==> src/rtl/video_mode_scheduler.sv <==
`default_nettype none
// ============================================================================
// Module   : video_mode_scheduler
// Purpose  : Frame line-count measurement, debounced scaler slot selection and
//            once-per-frame slot-word injection on a 1-cycle video pass-through.
// Revision : 1.0
// ============================================================================
module video_mode_scheduler #(
    parameter int         SLOT_COUNT               = 2,
    parameter logic [8:0] SLOT_LINES [SLOT_COUNT]  = '{9'd224, 9'd239},
    parameter int         STABLE_FRAMES            = 4
) (
    input  logic        clk,
    input  logic        reset,
    input  logic        vsync_in,
    input  logic        hsync_in,
    input  logic        de_in,
    input  logic [23:0] rgb_in,
    output logic        vsync,
    output logic        hsync,
    output logic        de,
    output logic [23:0] rgb,
    output logic [2:0]  active_slot,
    output logic [8:0]  lines_measured,
    output logic        locked
);

    localparam logic [0:0] c_wait_vsync    = 1'b0;
    localparam logic [0:0] c_measure       = 1'b1;
    localparam logic [3:0] c_stable_thresh = 4'(STABLE_FRAMES);
    localparam logic [3:0] c_stable_max    = 4'd15;
    localparam logic [8:0] c_line_max      = 9'd511;

    logic [0:0]  state_q, state_d;
    logic        vsync_q, hsync_q, de_q;
    logic [23:0] rgb_q, rgb_d;
    logic [8:0]  line_cnt_q, line_cnt_d;
    logic [8:0]  lines_measured_q, lines_measured_d;
    logic [2:0]  cand_q, cand_d;
    logic [3:0]  stable_cnt_q, stable_cnt_d;
    logic [2:0]  active_slot_q, active_slot_d;
    logic        locked_q, locked_d;
    logic        armed_q, armed_d;

    logic        w_de_fall;
    logic        w_measuring;
    logic [2:0]  w_sel;

    // de_q doubles as the previous-cycle de_in, so it also drives edge detection.
    assign w_de_fall   = de_q & ~de_in;
    assign w_measuring = (state_q == c_measure);

    // State register
    always_ff @(posedge clk) begin
        if (reset) begin
            state_q <= c_wait_vsync;
        end else begin
            state_q <= state_d;
        end
    end

    // Next-state logic
    always_comb begin
        state_d = state_q;
        if ((state_q == c_wait_vsync) && vsync_in) begin
            state_d = c_measure;
        end
    end

    // Smallest slot whose limit covers the count; the last slot catches the rest.
    always_comb begin
        w_sel = 3'(SLOT_COUNT - 1);
        for (int i = SLOT_COUNT - 1; i >= 0; i--) begin
            if (line_cnt_q <= SLOT_LINES[i]) begin
                w_sel = 3'(i);
            end
        end
    end

    // Output / datapath logic
    always_comb begin
        line_cnt_d       = line_cnt_q;
        lines_measured_d = lines_measured_q;
        cand_d           = cand_q;
        stable_cnt_d     = stable_cnt_q;
        active_slot_d    = active_slot_q;
        locked_d         = locked_q;
        armed_d          = armed_q;
        rgb_d            = rgb_in;

        if (vsync_in) begin
            line_cnt_d = '0;
            if (w_measuring) begin
                armed_d          = 1'b1;
                lines_measured_d = line_cnt_q;
                if (line_cnt_q != '0) begin
                    if (w_sel == cand_q) begin
                        stable_cnt_d = (stable_cnt_q == c_stable_max) ? stable_cnt_q
                                                                      : stable_cnt_q + 4'd1;
                    end else begin
                        cand_d       = w_sel;
                        stable_cnt_d = 4'd1;
                    end
                    if (stable_cnt_d >= c_stable_thresh) begin
                        active_slot_d = cand_d;
                        locked_d      = 1'b1;
                    end else if (w_sel != active_slot_q) begin
                        locked_d = 1'b0;
                    end
                end
            end
        end else if (w_de_fall && w_measuring) begin
            if (line_cnt_q != c_line_max) begin
                line_cnt_d = line_cnt_q + 9'd1;
            end
            // The slot word replaces the blanking pixel that follows the first active line.
            if (armed_q) begin
                rgb_d   = {21'd0, active_slot_q};
                armed_d = 1'b0;
            end
        end
    end

    always_ff @(posedge clk) begin
        if (reset) begin
            vsync_q          <= 1'b0;
            hsync_q          <= 1'b0;
            de_q             <= 1'b0;
            rgb_q            <= '0;
            line_cnt_q       <= '0;
            lines_measured_q <= '0;
            cand_q           <= '0;
            stable_cnt_q     <= '0;
            active_slot_q    <= '0;
            locked_q         <= 1'b0;
            armed_q          <= 1'b0;
        end else begin
            vsync_q          <= vsync_in;
            hsync_q          <= hsync_in;
            de_q             <= de_in;
            rgb_q            <= rgb_d;
            line_cnt_q       <= line_cnt_d;
            lines_measured_q <= lines_measured_d;
            cand_q           <= cand_d;
            stable_cnt_q     <= stable_cnt_d;
            active_slot_q    <= active_slot_d;
            locked_q         <= locked_d;
            armed_q          <= armed_d;
        end
    end

    assign vsync          = vsync_q;
    assign hsync          = hsync_q;
    assign de             = de_q;
    assign rgb            = rgb_q;
    assign active_slot    = active_slot_q;
    assign lines_measured = lines_measured_q;
    assign locked         = locked_q;

endmodule
`default_nettype wire

==> config.mk <==
export PLATFORM = sky130hd
export DESIGN_NAME = video_mode_scheduler
export DESIGN_NICKNAME = d
export VERILOG_FILES = /design/src/rtl/video_mode_scheduler.sv
export SDC_FILE = /design/constraint.sdc
export NUM_CORES = 1
export LEC_CHECK = 0
export BUFFER_PORTS_ARGS = -buffer_cell sky130_fd_sc_hd__buf_2
export CAP_MARGIN = 5
export CORE_ASPECT_RATIO = 2
export CORE_MARGIN = 1.5
export CORE_UTILIZATION = 46
export CTS_CLUSTER_DIAMETER = 200
export DETAILED_ROUTE_END_ITERATION = 16
export GPL_TIMING_DRIVEN = 0
export PLACE_DENSITY = 0.83
export SLEW_MARGIN = 20
export SYNTH_ARGS = -nofsm -noshare
export SYNTH_HDL_FRONTEND = slang
export SYNTH_SLANG_ARGS = --single-unit
==> constraint.sdc <==
create_clock -name clk -period 4.3 [get_ports clk]
set_input_delay 0.86 -clock clk [delete_from_list [all_inputs] [get_ports clk]]
set_output_delay 0.86 -clock clk [all_outputs]
set_load 0.01 [all_outputs]
After elaboration in Yosys (flattened, before gate mapping):

Cells that the tools add are included.

* multiplexer cells: 15
* bitwise operators: 3
* order comparisons: 2
* reduce and logical (&&, ||, !) cells: 12
* $add $sub $neg: 2
* equal/unequal tests: 5

Operators by type and width (number)
* two-way mux 24 bit: 3
* two-way mux 4 bit: 5
* adder 9 x 1 -> 9 bit (second input constant): 1
* <= comparator 9 x 8 -> 1 bit (second input constant): 1
* inequality test 9 bit (second input constant): 1
* nonzero test 9 bit: 1
* AND reduction 4 bit: 2
* two-way mux 1 bit: 6
* AND reduction 2 bit: 3
* adder 4 x 1 -> 4 bit (second input constant): 1
* == test 4 bit (second input constant): 1
* >= comparator 4 x 3 -> 1 bit (second input constant): 1
* nonzero test 2 bit: 2
* == test 3 bit: 1
* two-way mux 3 bit: 1
* inequality test 3 bit: 1
* AND reduction 3 bit: 1
* logical AND 1 bit: 2
* inequality test 2 x 1 -> 1 bit (second input constant): 1
* inverter 1 bit: 2
* OR reduction 2 bit: 1
* AND 1 bit: 1

* flip-flop bits (word level): 58
* input bits: 29
* word-level logic and storage cells: 51
* output and inout port bits: 40

Logic depth before layout (Yosys ltp):

* depth after elaboration: 10
* mapped depth: 9
* mapped depth without buffers: 8

Worst setup path before layout:

No wires, ideal clock.

* path kind: register to register
* start: reg line_cnt_q[0]
* end: reg active_slot_q[0] (netlist: active_slot[0])
* cell stages (with the launch flop): 8
* period minus slack after synthesis: 2066 ps
* setup time: 121 ps
* buffers on the path: 0
* data arrival time: 1944 ps
* path slack: 2234 ps
* data required time: 4179 ps
* cell sequence: dfxtp_1 > inv_1 > ha_1 > or4b_4 > a211o_1 > nand3_2 > nor3b_4 > mux2_4

* cells in the longest elaborated chain, start to end: 9
* elaborated cells on any way between the ends: 11
* those cells by class: 2 x order compare; 1 x eq/ne; 6 x mux; 2 x reduce/logical

RTL lines
* from (decl): line 37 `logic [8:0] line_cnt_q, line_cnt_d;`
* from (signal assigned): line 142 `line_cnt_q <= line_cnt_d;`
* <= comparator 9 x 8 -> 1 bit: line 74 `if (line_cnt_q <= SLOT_LINES[i]) begin`
* two-way mux 1 bit: line 74
* == test 3 bit: line 97 `if (w_sel == cand_q) begin`
* two-way mux 4 bit: line 97
* two-way mux 4 bit: line 96 `if (line_cnt_q != '0) begin`
* two-way mux 4 bit: line 93 `if (w_measuring) begin`
* two-way mux 4 bit: line 91 `if (vsync_in) begin`
* >= comparator 4 x 3 -> 1 bit: line 104 `if (stable_cnt_d >= c_stable_thresh) begin`
* AND reduction 4 bit (no source line)
* to (signal assigned): line 146 `active_slot_q <= active_slot_d;`
* to (decl): line 41 `logic [2:0] active_slot_q, active_slot_d;`

Parallel ways exist; a longest one is shown, timed or not. The select of a mux whose other input is x is not followed.
A chain may end at the register's enable or synchronous reset.

Worst setup path after layout:

* start: reg line_cnt_q[7]
* end: reg line_cnt_q[7]

* cells in the longest elaborated chain, start to end: 2
* elaborated cells on any way between the ends: 3
* those cells by class: 1 x add/sub; 1 x eq/ne; 1 x reduce/logical

RTL lines
* parallel branches: the longest is 2 deep, another holds adder 9 x 1 -> 9 bit

Several ways; the timed one is not identified.

==> run_results.csv <==
group,metric,value,unit
sta,worst_hold_slack,0.456,ns
synthesis,syn_area,2140,um^2
setup_path,cpMostUsedCell,"and3_1",
power_and_ir_drop,p_comb_share,5.2,%
power_and_ir_drop,cellPowerDensity,430,nW/um^2
setup_path,rr_worst_depth,9,
synthesis,synthMuxAreaShare,3.05,%
sta,skew,0.00996,ns
setup_path,cp-end-kind,"flip-flop",
synthesis,synth-seq-area-share,54.4,%
synthesis,ys_warn_count,0,
global_routing,grt_pass1_vias,1811,
cts,clk_latency,0.34,ns
final_layout,nets,331,
cts,htreeDepth,3,
final_layout,area_growth,29.8,%
route,maxUsedRoutingLayer,"met4",
route,dr_total_vias,1813,
setup_path,path_cells,"and3_1, and3_1, ha_1, nor4bb_1, clkbuf_1, and3_1, nand4_1, xor2_1, nor2_1",
synthesis,synth_edf_count,0,
setup_path,cp_data_arrival_time,2.51,ns
power_and_ir_drop,intPower,939,uW
sta,tns,0,ns
synthesis,synthXorXnorAreaFrac,3.28,%
route,routed_wl,4840,um
setup_path,critPathLaunchType,"flip-flop",
synthesis,syn_area_per_cell,9.75,um^2
route,wl_met2,2780,um
die,coreArea,4420,um^2
synthesis,syn_inst,219,
cts,ctsResizeCount,0,
placement,io_buffers,68,
cts,cts_post_setup_buffers_inserted,0,
final_layout,antenna_cells,0,
route,dr.pass1.iters,4,
synthesis,synth_compound_area_share,8.38,%
cts,ctsHoldBuffers,0,
die,start_util,48.3,%
hold_path,hold_class,"flip-flop to flip-flop",
sta,setup_viol,0,
power_and_ir_drop,p_seq_share,46.7,%
setup_path,worstSetupPathType,"flip-flop to flip-flop",
global_routing,grt_pass1_wl,7770,um
power_and_ir_drop,p_leak,0.00124,uW
sta,setup_ws,2.01,ns
sta,finalHoldViolCount,0,
route,dr.first_iter.drc_count,37,
route,routedWlPerCell,13.6,um
outcome,outcome,"completed",
die,dieArea,5090,um^2
cts,cts_sinks,58,
synthesis,synth.distinct_cells,40,
die,num_rows,34,
synthesis,async_flop_share,0,%
cts,cts_tree,"yes",
sta,worst_pin_slew,0.762,ns
setup_path,critPathSlowestCell,"clkbuf_1",
global_routing,grt_usage,20.5,%
placement,place_hpwl,3490,um
power_and_ir_drop,peakVddDrop,0.330,mV
sta,fin_crit_sh,53.4,%
setup_path,cp_max_fo,7,
synthesis,synth_fa_ha_area_share,2.34,%
setup_path,cp_data_required_time,4.52,ns
synthesis,synth_seq_cells,58,
global_routing,grt_max_degree,11,
route,ant_nets,0,
route,wl_met3,226,um
synthesis,synth_top_family_by_area,"simple AND/OR/NAND/NOR gates",
synthesis,synth-simple-area-share,26.0,%
route,met1_length,1690,um
setup_path,cp_slowest_stage_delay,0.35,ns
sta,relSlewSlack,49.1,%
global_routing,antenna_found_initial,0,
route,drc,0,
power_and_ir_drop,clkPwrFrac,48.1,%
placement,place_ws,1.82,ns
sta,maxSlewViolCount,0,
synthesis,syn-num-nets,252,
cts,cts_root_buffer,"clkbuf_8",
route,drt-vias-per-instance,5.08,
synthesis,synth-main-ff-cell,"dfxtp_1",
hold_path,min_path_cells,2,
die,dieHeight,99.4,um
cts,cts.clk_slew.worst_paths,0.07,ns
power_and_ir_drop,netSwitchingFraction,21.1,%
global_routing,overflow,0,
sta,min_period,2.29,ns
final_layout,drive_gt1_share,30.7,%
cts,clk_path_buf_depth,2,
power_and_ir_drop,p_switching,252,uW
placement,gp_congestion,0.872,
sta,rsz0062_at_grt,"false",
sta,fmax,436,MHz
flow_run,max_cap_viol_count,0,
die,die_w,51.2,um
die,io_pins,69,
cts,numCtsBuffers,9,
==> worst max-delay path, delay by kind of cell (launching register included) <==
kind                       cells  cell delay, ns
DFF                            1            0.34
and+or+nand+nor                6            1.16
adders and majority gates      1            0.17
buffers and inverters          1            0.35
xor gates and xnor gates       1            0.15
==> synth_stat cells (all sizes together), types with 3 or more instances <==
cell type | count | area share [%]
dfxtp | 58 | 54
nand2 | 26 | 4.6
a21oi | 14 | 3.3
nor3b | 4 | 1.9
inv | 4 | 0.70
nand4 | 5 | 1.5
xor2 | 7 | 2.9
nand3 | 3 | 0.94
mux2i | 5 | 2.3
and3 | 6 | 1.8
and2 | 22 | 6.4
nor2b | 4 | 1.2
nor2 | 23 | 4.0
ha | 4 | 2.3
a211oi | 3 | 1.1
clkbuf | 8 | 1.9
==> cells in the final DEF, fill, tap and decap left out, types with 2 or more instances in the layout <==
master,instances
nor3b_1,3
nand4_1,5
xor2_1,7
nand2_1,26
or2_2,2
nand3_1,2
clkbuf_1,8
bufinv_16,2
dfxtp_1,58
inv_1,4
nor2_1,23
nand3b_1,2
nor2b_1,4
a21oi_1,14
mux2i_1,5
nor3_1,2
and2_1,22
clkbuf_8,12
and3_1,5
buf_2,68
ha_1,4
a211oi_1,3
==> flip-flops by register name, summed over array words and instances (netlist names) <==
register / flops
active_slot: 3
armed_q: 1
cand_q: 3
de: 1
hsync: 1
line_cnt_q: 9
lines_measured: 9
locked: 1
rgb: 24
stable_cnt_q: 4
state_q: 1
vsync: 1
==> logic make-up (layout without fill, tap and decap cells) <==
kind of cell / Yosys count / in the layout
fa+ha+maj: 4 / 4
compound gates: 28 / 28
simple gates: 103 / 103
xor+xnor: 8 / 8
flops: 58 / 58
buf+inv: 12 / 96
mux: 6 / 6
==> through the flow <==
stage	utilization (%)	instance area (um^2)	total power, uW	std cells
2_1_floorplan	-	2140	599	219
3_3_place_gp	57.5	2540	628	341
3_5_place_dp	57.5	2540	631	341
4_1_cts	62.7	2770	1190	357
5_1_grt	62.7	2770	1230	357
6_report	62.7	2770	1190	357
==> power groups by stage <==
| stage | registers [uW] | clock network (uW) | logic (uW) |
|---|---|---|---|
| floorplan | 576 | 0 | 22.8 |
| global placement | 568 | 0 | 60.4 |
| detailed placement | 568 | 0 | 62.4 |
| CTS | 557 | 575 | 62.7 |
| global route | 557 | 601 | 67.7 |
| finish | 556 | 573 | 61.8 |
==> layer usage <==
layer,vias up,track usage (%)
li1,893,-
met1,850,16.8
met2,56,39.2
met3,14,6.76
met4,0,12.5
met5,-,0
==> cell type report <==
cell class | instances | area (um^2)
plain buffers | 8 | 40.0
clock buffers | 12 | 155
fillers | 398 | 1650
multi-input cells | 149 | 920
well taps | 54 | 67.6
flip-flops and latches | 58 | 1160
inverters | 4 | 15.0
clock inverters | 4 | 73.8
repair buffers | 68 | 340
==> path summary, 6_finish.rpt <==
kind | end | startpoint | slack (ns)
min | lines_measured[8] | lines_measured[8] | 0.46
max | line_cnt_q[7] | line_cnt_q[7] | 2.01
min reg2reg | lines_measured[8] | lines_measured[8] | 0.46
max reg2reg | line_cnt_q[7] | line_cnt_q[7] | 2.01
(Power assumes the default switching activity.)
